### config.mk
export PLATFORM = sky130hd
export DESIGN_NAME = regfile_wb_ctrl
export DESIGN_NICKNAME = d
export VERILOG_FILES = /design/src/rtl/regfile_wb_ctrl.sv
export SDC_FILE = /design/constraint.sdc
export NUM_CORES = 1
export LEC_CHECK = 0
export ABC_AREA = 0
export CAP_MARGIN = 20
export CORE_UTILIZATION = 45
export CTS_BUF_LIST = sky130_fd_sc_hd__clkbuf_2 sky130_fd_sc_hd__clkbuf_4 sky130_fd_sc_hd__clkbuf_8
export DETAILED_ROUTE_END_ITERATION = 10
export HOLD_SLACK_MARGIN = 0.03
export PLACE_DENSITY_LB_ADDON = 0.05
export SYNTH_ARGS = -nofsm -noshare
export SYNTH_HDL_FRONTEND = slang
export SYNTH_SLANG_ARGS = --single-unit
export TNS_END_PERCENT = 1
### constraint.sdc
create_clock -name clk -period 6.25 [get_ports clk]
set_clock_uncertainty 0.2 [all_clocks]
set_input_delay 1.25 -clock clk [delete_from_list [all_inputs] [get_ports clk]]
set_output_delay 1.25 -clock clk [all_outputs]
set_load 0.03 [all_outputs]
### src/rtl/regfile_wb_ctrl.sv
// Register-file writeback controller: arbitrates ALU/load writebacks into a FIFO,
// drains them through a SETUP/STROBE write sequence, and tracks pending writes per register.
module regfile_wb_ctrl #(
    parameter int DEPTH = 4,
    parameter int XLEN  = 32,
    parameter int CNT_W = 2
) (
    input  logic            clk,
    input  logic            rst,
    input  logic            alu_valid,
    input  logic [4:0]      alu_rd,
    input  logic [XLEN-1:0] alu_data,
    output logic            alu_ready,
    input  logic            ld_valid,
    input  logic [4:0]      ld_rd,
    input  logic [XLEN-1:0] ld_data,
    output logic            ld_ready,
    input  logic            issue_valid,
    input  logic [4:0]      issue_rd,
    output logic            issue_ready,
    input  logic [4:0]      rs1,
    input  logic [4:0]      rs2,
    output logic            rs1_busy,
    output logic            rs2_busy,
    output logic            rf_we,
    output logic [4:0]      rf_waddr,
    output logic [XLEN-1:0] rf_wdata,
    output logic            wb_idle
);

    localparam int AW = $clog2(DEPTH);

    typedef enum logic [1:0] {IDLE, SETUP, STROBE} state_t;

    state_t          state;
    logic [XLEN-1:0] mem_data [DEPTH];
    logic [4:0]      mem_rd   [DEPTH];
    logic [AW:0]     wptr;
    logic [AW:0]     rptr;
    logic            full;
    logic            empty;
    logic            prefer_ld;
    logic            grant_alu;
    logic            grant_ld;
    logic            alu_fire;
    logic            ld_fire;
    logic            push;
    logic [4:0]      push_rd;
    logic [XLEN-1:0] push_data;
    logic            issue_fire;
    logic            any_pending;
    logic [CNT_W-1:0] cnt [32];

    assign full  = (wptr[AW] != rptr[AW]) && (wptr[AW-1:0] == rptr[AW-1:0]);
    assign empty = (wptr == rptr);

    // Round-robin only matters when both sources request; a lone requester always wins.
    assign grant_alu = alu_valid && (!ld_valid || !prefer_ld);
    assign grant_ld  = ld_valid && (!alu_valid || prefer_ld);

    // rd==0 writes are dropped, so they never need a free FIFO slot.
    assign alu_ready = !rst && grant_alu && (!full || (alu_rd == 5'd0));
    assign ld_ready  = !rst && grant_ld && (!full || (ld_rd == 5'd0));

    assign alu_fire  = alu_valid && alu_ready;
    assign ld_fire   = ld_valid && ld_ready;
    assign push      = (alu_fire && (alu_rd != 5'd0)) || (ld_fire && (ld_rd != 5'd0));
    assign push_rd   = alu_fire ? alu_rd : ld_rd;
    assign push_data = alu_fire ? alu_data : ld_data;

    always_ff @(posedge clk or posedge rst) begin
        if (rst) begin
            prefer_ld <= 1'b0;
            wptr      <= '0;
        end else begin
            if (alu_fire) begin
                prefer_ld <= 1'b1;
            end else if (ld_fire) begin
                prefer_ld <= 1'b0;
            end
            if (push) begin
                wptr <= wptr + 1'b1;
            end
        end
    end

    always_ff @(posedge clk) begin
        if (push) begin
            mem_rd[wptr[AW-1:0]]   <= push_rd;
            mem_data[wptr[AW-1:0]] <= push_data;
        end
    end

    // The head is popped on every transition into SETUP so address/data settle a cycle before the strobe.
    always_ff @(posedge clk or posedge rst) begin
        if (rst) begin
            state    <= IDLE;
            rptr     <= '0;
            rf_we    <= 1'b0;
            rf_waddr <= '0;
            rf_wdata <= '0;
        end else begin
            case (state)
                IDLE: begin
                    rf_we <= 1'b0;
                    if (!empty) begin
                        state    <= SETUP;
                        rf_waddr <= mem_rd[rptr[AW-1:0]];
                        rf_wdata <= mem_data[rptr[AW-1:0]];
                        rptr     <= rptr + 1'b1;
                    end
                end
                SETUP: begin
                    state <= STROBE;
                    rf_we <= 1'b1;
                end
                STROBE: begin
                    rf_we <= 1'b0;
                    if (!empty) begin
                        state    <= SETUP;
                        rf_waddr <= mem_rd[rptr[AW-1:0]];
                        rf_wdata <= mem_data[rptr[AW-1:0]];
                        rptr     <= rptr + 1'b1;
                    end else begin
                        state <= IDLE;
                    end
                end
                default: begin
                    state <= IDLE;
                    rf_we <= 1'b0;
                end
            endcase
        end
    end

    assign issue_fire = issue_valid && issue_ready;

    // A retiring write and a new issue to the same register cancel out; counters never wrap either way.
    always_ff @(posedge clk or posedge rst) begin
        if (rst) begin
            for (int r = 0; r < 32; r++) begin
                cnt[r] <= '0;
            end
        end else begin
            for (int r = 1; r < 32; r++) begin
                if (issue_fire && (issue_rd == 5'(r)) &&
                    !((state == STROBE) && (rf_waddr == 5'(r)))) begin
                    if (cnt[r] != '1) begin
                        cnt[r] <= cnt[r] + 1'b1;
                    end
                end else if ((state == STROBE) && (rf_waddr == 5'(r)) &&
                             !(issue_fire && (issue_rd == 5'(r)))) begin
                    if (cnt[r] != '0) begin
                        cnt[r] <= cnt[r] - 1'b1;
                    end
                end
            end
        end
    end

    assign issue_ready = !rst && ((issue_rd == 5'd0) || (cnt[issue_rd] != '1));
    assign rs1_busy    = (rs1 != 5'd0) && (cnt[rs1] != '0);
    assign rs2_busy    = (rs2 != 5'd0) && (cnt[rs2] != '0);

    always_comb begin
        any_pending = 1'b0;
        for (int r = 1; r < 32; r++) begin
            if (cnt[r] != '0) begin
                any_pending = 1'b1;
            end
        end
    end

    assign wb_idle = empty && (state == IDLE) && !any_pending;

endmodule
After elaboration in Yosys (flattened, before gate mapping)

Memories as Yosys holds them, arrays and structs flattened. A register that Yosys moved wholly into a read port is not among the register bits.
Index checks and enable logic that the tools add are counted.

Input bits: 94
Output and inout port bits: 44
Memory bits (writable): 148
Logic and storage cells: 766
Bits in registers: 72
Memories: 2

Memory list:

| name     | words | width | rd ports | clocked after Yosys merged registers in | write ports | line | RTL |
|---|---|---|---|---|---|---|---|
| mem_data | 4     | 32    | 1        | 1                                       | 1           | 36   | `logic [XLEN-1:0] mem_data [DEPTH];` |
| mem_rd   | 4     | 5     | 1        | 1                                       | 1           | 37   | `logic [4:0] mem_rd [DEPTH];` |

Bitwise gates (word level): 4
Reductions and logical operators: 352
Eq/ne operators: 131
Multiplexer cells: 174
Add/subtract/negate cells: 64
$lt $le $gt $ge: 3

Operator list:

| operator                                                               | count |
|---|---|
| 2-bit 2-to-1 mux                                                       | 131 |
| 2-bit nonzero test                                                     | 96 |
| 5-bit equality test (second input constant)                            | 32 |
| 1-bit logical AND                                                      | 141 |
| 3-bit AND reduction                                                    | 31 |
| 5-bit by 4-bit equality test with 1-bit output (second input constant) | 16 |
| 1-bit zero test                                                        | 68 |
| 2-bit != test (second input constant)                                  | 33 |
| 2-bit by 1-bit adder with 2-bit output (second input constant)         | 31 |
| 2-bit by 1-bit != test with 1-bit output (second input constant)       | 31 |
| 2-bit by 1-bit subtractor with 2-bit output (second input constant)    | 31 |
| 5-bit by 3-bit equality test with 1-bit output (second input constant) | 8 |
| 1-bit 2-to-1 mux                                                       | 37 |
| 32-bit 2-to-1 mux                                                      | 1 |
| 2-bit binary-select mux with 5-bit select                              | 3 |
| 5-bit by 2-bit equality test with 1-bit output (second input constant) | 4 |
| 5-bit nonzero test                                                     | 4 |
| 6-bit greater-or-equal comparator (second input constant)              | 3 |
| 5-bit inverter with 6-bit output                                       | 3 |
| 5-bit zero test                                                        | 3 |
| 5-bit by 1-bit equality test with 1-bit output (second input constant) | 2 |
| 3-bit by 1-bit adder with 3-bit output (second input constant)         | 2 |
| 1-bit logical OR                                                       | 6 |
| 2-bit case mux with 3 select lines                                     | 1 |
| 10 further kinds                                                       | 10 |

Longest topological paths before layout

Gate-level depths: netlist of run 1.

Depth after elaboration: 34
Mapped depth: 12
Depth with buffers taken out: 9

Least setup slack after synthesis of run 1

Ideal clock, no wire load.

Path type: input -> register
Start point: input port rst
End point: memory mem_data[3][0] (enable)
Stages: 5
Library setup time: 493 ps
Buffers on the path: 1
Data required time: 5,557 ps
Setup slack: -1,503 ps
Data arrival time: 7,060 ps
Path through: buf_6 > inv_1 > o211a_1 > nand3_1 > a21boi_0

Word-level cells in the longest chain between the ends: 8
Elaborated cells between the ends (all ways): 12
Classes of those cells: 2 x mux; 10 x reduce/logical

Ends and longest elaborated chain:

| what                                                      | line   | RTL |
|---|---|---|
| start: declaration                                        | 9      | `input logic rst,` |
| 1-bit zero test *                                         | 62, 63 |  |
| 1-bit logical AND, on equally long branches (2 in series) | 62, 63 |  |
| 1-bit logical AND, on equally long branches               | 65, 66 |  |
| 1-bit logical AND                                         | 67     | `assign push = (alu_fire && (alu_rd != 5'd0)) \|\| (ld_fire && (ld_rd != 5'd0));` |
| 1-bit logical OR *                                        | 67     |  |
| 1-bit 2-to-1 mux *                                        | 88     | `if (push) begin` |
| 1-bit 2-to-1 mux (implied by the code) *                  | 90     | `mem_data[wptr[AW-1:0]] <= push_data;` |
| end: declaration                                          | 36     |  |

Every way passes the cells marked *; elsewhere a longest branch is shown, timed or not.

Worst setup path in the final report of run 1

Start point: input port issue_rd[3]
End point: output port issue_ready

Word-level cells in the longest chain between the ends: 7
Elaborated cells between the ends (all ways): 8
Classes of those cells: 1 x eq/ne; 3 x mux; 1 x bitwise; 3 x reduce/logical

Ends and longest elaborated chain:

| what                                                   | line | RTL |
|---|---|---|
| start: declaration                                     | 19   | `input logic [4:0] issue_rd,` |
| 5-bit inverter with 6-bit output (implied by the code) | 161  | `assign issue_ready = !rst && ((issue_rd == 5'd0) \|\| (cnt[issue_rd] != '1));` |
| 2-bit binary-select mux with 5-bit select              | 161  |  |
| 2-bit 2-to-1 mux (implied by the code) (2 in series)   | 161  |  |
| 2-bit != test                                          | 161  |  |
| 1-bit logical OR *                                     | 161  |  |
| 1-bit logical AND *                                    | 161  |  |
| end: declaration                                       | 20   | `output logic issue_ready,` |

Every way passes the cells marked *; elsewhere a longest branch is shown, timed or not. The select of a mux whose other input is x is not followed.

==> results.txt, run 1 <==
----------------------------------------------------
[Place]
  Half-perimeter wire length after detailed placement ... 20,700 um
  Minimum setup slack after placement ... 0.809 ns
  Final estimated routing congestion in global placement ... 0.958
  Post-Place Cell Area ... 14,700 um2
  Number of input and output port buffers inserted ... 137

[Logic synthesis]
  Post-synth EDFFs ... 148
  Post-synthesis average cell area ... 13.6 um2
  Post-synthesis compound-gate area fraction ... 8.08%
  Net count of the mapped netlist ... 1,080
  Number of standard cells after synthesis ... 950
  Top FF cell, synth ... sky130_fd_sc_hd__edfxtp_1
  Multiplexer share of the synthesized area ... 19.8%
  Combinational family with the most area after synthesis ... multiplexers
  Fraction of the mapped netlist area in adder cells ... 3.49%
  Flop and latch count out of synthesis ... 257
  Number of synthesis warnings ... 2
  Count of distinct cell types in the synthesized netlist ... 59
  Post-synthesis simple-gate area fraction ... 10.6%
  Portion of the post-synthesis area used by sequential elements ... 55.6%
  Xor and xnor fraction of the mapped netlist area ... 0.475%
  Mapped cell area ... 12,900 um2
  Proportion of register bits with asynchronous set or reset after synthesis ... 42.4%

[GRT]
  Congestion Overflow GR ... 0
  Initial antenna violation count ... 0
  Overall fraction of global-route tracks in use ... 22.1%
  First-pass GRT wire length ... 49,400 um
  Largest net degree at the start of global routing ... 74
  Via count of the first global-routing pass ... 8,681

[Timing]
  Tmin final ... 5.50 ns
  Pins over their slew limit ... 0
  Final cycle utilization of the critical path ... 88.1%
  Final setup TNS ... 0 ns
  Final Hold Fails ... 0
  Worst slew margin relative to its limit ... 41.2%
  Worst setup slack after layout ... 0.746 ns
  Unrepaired setup endpoints after global routing ... false
  Transition time at the pin with the least slew margin ... 0.881 ns
  Final Setup Violations ... 0
  Max frequency ... 182 MHz

[Floorplan]
  Die Footprint ... 29,400 um2
  Die X-Extent ... 171 um
  Die height ... 171 um
  Core Area ... 28,000 um2
  Io pins ... 138
  Starting density of the core ... 46.1%
  Floorplan row count ... 61

[Detailed routing]
  Remaining antenna violation count ... 0
  Total wire length after detailed routing ... 30,800 um
  Via/cell ratio ... 5.60
  First-pass iteration count of the detailed router ... 5
  Count of routing violations after the opening detailed-route iteration ... 610
  Vias after detailed routing ... 8,552
  Post-DR wirelength/cell ... 20.1 um
  Drc violations ... 0

[Worst setup path]
  Required time reported for the critical path endpoint ... 4.80 ns
  Worst-path fanout max ... 14
  Worst Setup End Kind ... output port
  Critical R2R Launch ... cnt[46]
  Class of the most critical setup path ... in -> out
  Critical path launch point ... issue_rd[3]
  Startpoint types ... input pin
  Worst Path Arrival ... 4.05 ns

[Finish]
  Net count, final ... 1,244
  Most frequent cells in the layout ... sky130_fd_sc_hd__edfxtp_1 (148), sky130_fd_sc_hd__clkdlybuf4s50_1 (137), sky130_fd_sc_hd__dfrtp_1 (107)
  Total area of sequential cells ... 7170 um2
  Post-route cell area ... 15,600 um2
  Layout cell share with drive strength beyond 1 ... 22.0%
  Number of fillers in the final layout ... 2,373
  Area of combinational cells with multiple inputs ... 5510 um2
  Area growth, synth to finish ... 21.1%
  Antenna cells ... 0
  Most common library cell in the layout ignoring fill and taps ... sky130_fd_sc_hd__edfxtp_1

[Clocking]
  Buffer count from post-CTS setup fixing ... 0
  Number of buffers added by the clock tree synthesis step ... 46
  Root Buffer Master ... sky130_fd_sc_hd__clkbuf_8
  TritonCTS clock tree ... built
  Longest Clk Path Bufs ... 3
  Clock Latency Late Sink ... 0.57 ns
  Count of instances resized after the clock tree is built ... 0
  Total number of H-tree levels ... 2
  Post-CTS clock slew at the launch and capture registers of the worst setup and hold paths ... 0.06 ns
  Hold-fix buffers, CTS ... 0
  Total clock sinks ... 257

[Hold path]
  Hold Path Class ... reg -> reg
  Source of the worst hold timing path ... wptr[2]

[Power]
  Peak supply drop ... 297 uV
  Total power divided by cell area ... 384 nW/um2
  Leak Pwr ... 6.06 nW

[Run status]
  Outcome ... finished clean

[Flow run]
  Max capacitance violation total ... 0

----------------------------------------------------
==> registers in the layout, summed over array words and instances, names as in the netlist <==
register and cells:
state 2, mem_rd 20, mem_data 128, rf_we 1, rf_waddr 5, rptr 3
wptr 3, cnt 62, prefer_ld 1, rf_wdata 32
==> stage by stage <==
| stage | instances | util (%) | power [mW] | hold slack (ns) |
|---|---|---|---|---|
| after CTS | 1526 | 55.6 | 6.08 | 0.289 |
| final | 1528 | 55.8 | 6.00 | 0.287 |
| after floorplan | 950 | - | 3.77 | 0.259 |
| after global routing | 1528 | 55.8 | 6.32 | 0.317 |
| after detailed placement | 1442 | 52.4 | 4.52 | 0.281 |
| after global placement | 1442 | 52.4 | 4.50 | 0.277 |
==> kinds of logic after synthesis <==
family | after synthesis
and+or+nand+nor | 262
DFF | 257
AOI/OAI and AO/OA | 171
muxes | 170
buffers and inverters | 47
adders and majority gates | 36
xor gates and xnor gates | 7
==> cell type report <==
cell class | instances | area share [%]
Timing Repair Buffer | 154 | 9.75
Clock buffer | 65 | 5.20
Multi-Input combinational cell | 646 | 35.2
Sequential cell | 257 | 45.9
Tap cell | 378 | 3.03
Clock inverter | 19 | 0.625
Inverter | 9 | 0.240
==> per-layer routing <==
layer  wire length [um]  GRT usage [%]  up-vias
met5                  0              0        -
met4                663           6.72        0
met3               1910           4.60       75
met2              14600           36.1      301
met1              13600           29.8     4180
li1                   -              -     3996
==> cell usage after synthesis (4+ instances only) <==
cell type,count,area share [%]
sky130_fd_sc_hd__clkbuf_1,19,0.55
sky130_fd_sc_hd__nor3_1,18,0.70
sky130_fd_sc_hd__mux2_2,79,6.9
sky130_fd_sc_hd__buf_2,7,0.27
sky130_fd_sc_hd__nor2b_1,42,2.0
sky130_fd_sc_hd__edfxtp_1,148,34
sky130_fd_sc_hd__nor3b_1,6,0.35
sky130_fd_sc_hd__mux2i_1,31,2.4
sky130_fd_sc_hd__ha_1,36,3.5
sky130_fd_sc_hd__a22oi_1,6,0.35
sky130_fd_sc_hd__nand2_1,72,2.1
sky130_fd_sc_hd__dfrtp_1,109,21
sky130_fd_sc_hd__and2b_2,5,0.34
sky130_fd_sc_hd__inv_1,9,0.26
sky130_fd_sc_hd__nand3_1,16,0.62
sky130_fd_sc_hd__a21oi_1,40,1.6
sky130_fd_sc_hd__nor4_1,9,0.44
sky130_fd_sc_hd__buf_6,6,0.52
sky130_fd_sc_hd__nor2_1,60,1.7
sky130_fd_sc_hd__o21ai_0,65,2.5
sky130_fd_sc_hd__mux4_2,59,10
sky130_fd_sc_hd__o21bai_1,30,1.7
sky130_fd_sc_hd__nand4_1,8,0.39
sky130_fd_sc_hd__xnor2_1,4,0.27
sky130_fd_sc_hd__a211oi_1,6,0.35
sky130_fd_sc_hd__and2_1,4,0.19
==> critical path, cell delays in order <==
cell and delay [ns]:
sky130_fd_sc_hd__clkdlybuf4s50_1 0.79, sky130_fd_sc_hd__mux4_2 0.58, sky130_fd_sc_hd__a22oi_1 0.21, sky130_fd_sc_hd__a22o_1 0.28, sky130_fd_sc_hd__nand2_1 0.08, sky130_fd_sc_hd__nor2_1 0.16, sky130_fd_sc_hd__clkdlybuf4s50_1 0.70
==> path summary, 6_finish.rpt <==
| kind | endpoint | slack (ns) | depth (start not counted) |
|---|---|---|---|
| setup / recovery | issue_ready | 0.75 | 7 |
| max in group asynchronous | rf_wdata[29] | 3.47 | 5 |
| min in group asynchronous | cnt[6] | 1.34 | 3 |
| setup reg to reg | cnt[52] | 3.10 | 9 |
| hold reg to reg | wptr[2] | 0.29 | 1 |
| hold / removal | wptr[2] | 0.29 | 1 |
==> power breakdown <==
group          leakage [nW]  switching (mW)  internal (mW)
Clock                 0.485           0.688          0.844
Sequential             2.76           0.210           2.21
Combinational          2.81            1.07          0.971
Total                  6.06            1.97           4.02
Note: power is estimated with default switching activity, not from simulation.
==> inputs of run 2 (changes only) <==
==> constraint.sdc (replaced) <==
create_clock -name clk -period 6.25 [get_ports clk]
set_clock_uncertainty 0.2 [all_clocks]
set_input_delay 0.9375 -clock clk [delete_from_list [all_inputs] [get_ports clk]]
set_output_delay 0.9375 -clock clk [all_outputs]
set_load 0.03 [all_outputs]
==> run 2 against run 1 <==
Largest power group unchanged; critical path depth unchanged; first-iteration DRC count is 0.49% higher; combinational power hardly changed; hold slack better by 0.014 ns; routed wire length grew 0.42%; critical endpoint unchanged; largest cell class unchanged.
==> results.txt, run 2 (synthesis gave the netlist of run 1 again) <==
----------------------------------------------------
[Place]
  Final estimated routing congestion in global placement ... 0.914 (was 0.958)
  Number of input and output port buffers inserted ... 137 (unchanged)
  Half-perimeter wire length after detailed placement ... 21,000 um (was 20,700 um)

[Detailed routing]
  Vias after detailed routing ... 8,544 (was 8,552)
  Count of routing violations after the opening detailed-route iteration ... 613 (was 610)
  Post-DR wirelength/cell ... 20.3 um (was 20.1 um)
  Drc violations ... 0 (unchanged)
  Highest metal used ... met5 (was met4)
  Via/cell ratio ... 5.61 (was 5.60)
  Remaining antenna violation count ... 0 (unchanged)
  Total wire length after detailed routing ... 30,900 um (was 30,800 um)
  Wire length on met3 ... 1680 um (was 1910 um)
  Routed length on met1 ... 13,700 um (was 13,600 um)
  DR WL met2 ... 14,700 um (was 14,600 um)
  First-pass iteration count of the detailed router ... 5 (unchanged)

[Floorplan]
  Die X-Extent ... 171 um (unchanged)
  Starting density of the core ... 46.1% (unchanged)
  Die Footprint ... 29,400 um2 (unchanged)
  Die height ... 171 um (unchanged)
  Floorplan row count ... 61 (unchanged)
  Core Area ... 28,000 um2 (unchanged)
  Io pins ... 138 (unchanged)

[Worst setup path]
  Class of the most critical setup path ... in -> out (unchanged)
  Required time reported for the critical path endpoint ... 5.11 ns (was 4.80 ns)
  Kind of cell with the highest combined delay on the critical path ... buffers and inverters (unchanged)
  Series of cell instances along the critical path ... clkdlybuf4s50_1, mux4_2, a22o_1, nor2b_1, o31a_1, nor2_1, clkdlybuf4s50_1 (was clkdlybuf4s50_1, mux4_2, a22oi_1, a22o_1, nand2_1, nor2_1, clkdlybuf4s50_1)
  Worst Setup End Kind ... output port (unchanged)
  Worst-path fanout max ... 12 (was 14)
  Startpoint types ... input pin (unchanged)
  Library cell contributing the largest single delay on the critical path ... sky130_fd_sc_hd__clkdlybuf4s50_1 (unchanged)
  Worst Path Arrival ... 4.23 ns (was 4.05 ns)
  Crit path largest cell delay ... 0.87 ns (was 0.79 ns)
  Worst path most repeated cell ... sky130_fd_sc_hd__clkdlybuf4s50_1 (unchanged)
  Buf+Inv Stages, Crit Path ... 2 (unchanged)

[Timing]
  Unrepaired setup endpoints after global routing ... false (unchanged)
  Final setup TNS ... 0 ns (unchanged)
  Tmin final ... 5.36 ns (was 5.50 ns)
  Max frequency ... 186 MHz (was 182 MHz)
  Final Setup Violations ... 0 (unchanged)
  Worst slew margin relative to its limit ... 33.7% (was 41.2%)
  Transition time at the pin with the least slew margin ... 0.994 ns (was 0.881 ns)
  Final Hold Fails ... 0 (unchanged)
  Final cycle utilization of the critical path ... 85.8% (was 88.1%)
  Pins over their slew limit ... 0 (unchanged)

[Flow run]
  Max capacitance violation total ... 0 (unchanged)

[Clocking]
  Buffer count from post-CTS setup fixing ... 0 (unchanged)
  Root Buffer Master ... sky130_fd_sc_hd__clkbuf_8 (unchanged)
  Post-CTS clock slew at the launch and capture registers of the worst setup and hold paths ... 0.05 ns (was 0.06 ns)
  Total number of H-tree levels ... 2 (unchanged)
  Total clock sinks ... 257 (unchanged)
  Longest Clk Path Bufs ... 3 (unchanged)
  Clock Latency Late Sink ... 0.58 ns (was 0.57 ns)
  Hold-fix buffers, CTS ... 0 (unchanged)
  Number of buffers added by the clock tree synthesis step ... 45 (was 46)
  TritonCTS clock tree ... built (unchanged)
  Count of instances resized after the clock tree is built ... 0 (unchanged)

[GRT]
  Initial antenna violation count ... 1 (was 0)
  Via count of the first global-routing pass ... 8,705 (was 8,681)
  Largest net degree at the start of global routing ... 72 (was 74)
  Congestion Overflow GR ... 0 (unchanged)
  First-pass GRT wire length ... 48,500 um (was 49,400 um)
  Overall fraction of global-route tracks in use ... 22.1% (about the same)

[Power]
  Peak supply drop ... 297 uV (about the same)
  Proportion of power drawn by flip-flops and latches ... 39.7% (was 40.3%)
  Share of total power in combinational logic ... 33.5% (was 34.1%)
  Share of total power in the clock network ... 26.8% (was 25.6%)
  Switching fraction of total power ... 32.1% (was 32.9%)
  Internal power consumption ... 4.13 mW (was 4.02 mW)
  Leak Pwr ... 6.08 nW (was 6.06 nW)
  Total power divided by cell area ... 388 nW/um2 (was 384 nW/um2)
  Psw ... 1.96 mW (was 1.97 mW)

[Run status]
  Outcome ... finished clean (unchanged)

[Finish]
  Area of combinational cells with multiple inputs ... 5510 um2 (unchanged)
  Area growth, synth to finish ... 21.5% (was 21.1%)
  Layout cell share with drive strength beyond 1 ... 22.7% (was 22.0%)
  Net count, final ... 1,240 (was 1,244)
  Total area of sequential cells ... 7170 um2 (unchanged)
  Final core utilization ... 56.0% (was 55.8%)
  Most common library cell in the layout ignoring fill and taps ... sky130_fd_sc_hd__edfxtp_1 (unchanged)
  Antenna cells ... 0 (unchanged)
  Most frequent cells in the layout ... sky130_fd_sc_hd__edfxtp_1 (148), sky130_fd_sc_hd__clkdlybuf4s50_1 (137), sky130_fd_sc_hd__dfrtp_1 (107) (unchanged)
  Number of flip-flops in the largest register ... 128 (unchanged)
  Number of fillers in the final layout ... 2,400 (was 2,373)

[Hold path]
  Hold Path Class ... reg -> reg (unchanged)

----------------------------------------------------
-- run 2: layer usage --
metal / GRT usage [%] / vias to the layer above
li1: - / 3980
met1: 29.2 / 4234
met2: 36.7 / 269
met3: 4.00 / 59
met4: 7.38 / 2
met5: 0 / -
-- run 2: through the flow --
step	hold slack [ns]	setup WS (ns)	cell area, um2	std cells	power (mW)
2_1_floorplan	0.259	1.06	12900	950	3.77
3_3_place_gp	0.273	0.971	14700	1439	4.49
3_5_place_dp	0.278	0.920	14700	1440	4.51
4_1_cts	0.297	0.919	15700	1523	6.17
5_1_grt	0.320	0.777	15700	1524	6.41
6_report	0.302	0.885	15700	1524	6.09
-- run 2: power by group through the flow --
stage	Combinational [mW]	Clock, mW	Sequential (mW)
floorplan	1.16	0	2.62
global placement	2.04	0	2.45
detailed placement	2.06	0	2.45
CTS	2.07	1.67	2.42
global route	2.21	1.75	2.46
finish	2.04	1.63	2.42
-- run 2: worst paths after layout --
check	from	to	slack, ns	cells after the start
worst max-delay path	issue_rd[1]	issue_ready	0.89	7
worst min-delay path	rptr[2]	rptr[2]	0.30	1
worst max register to register	cnt[46]	cnt[52]	3.08	8
worst min register to register	rptr[2]	rptr[2]	0.30	1
max in group asynchronous	rst	rptr[1]	3.11	4
min in group asynchronous	rst	rf_wdata[27]	1.22	3
-- run 2: area by class of cell --
class                   instances  area share (%)
well taps                     378            3.02
clock inverters                 8           0.535
multi-input cells             646            35.1
flip-flops and latches        257            45.8
repair buffers                151            9.62
clock buffers                  75            5.71
inverters                       9           0.239
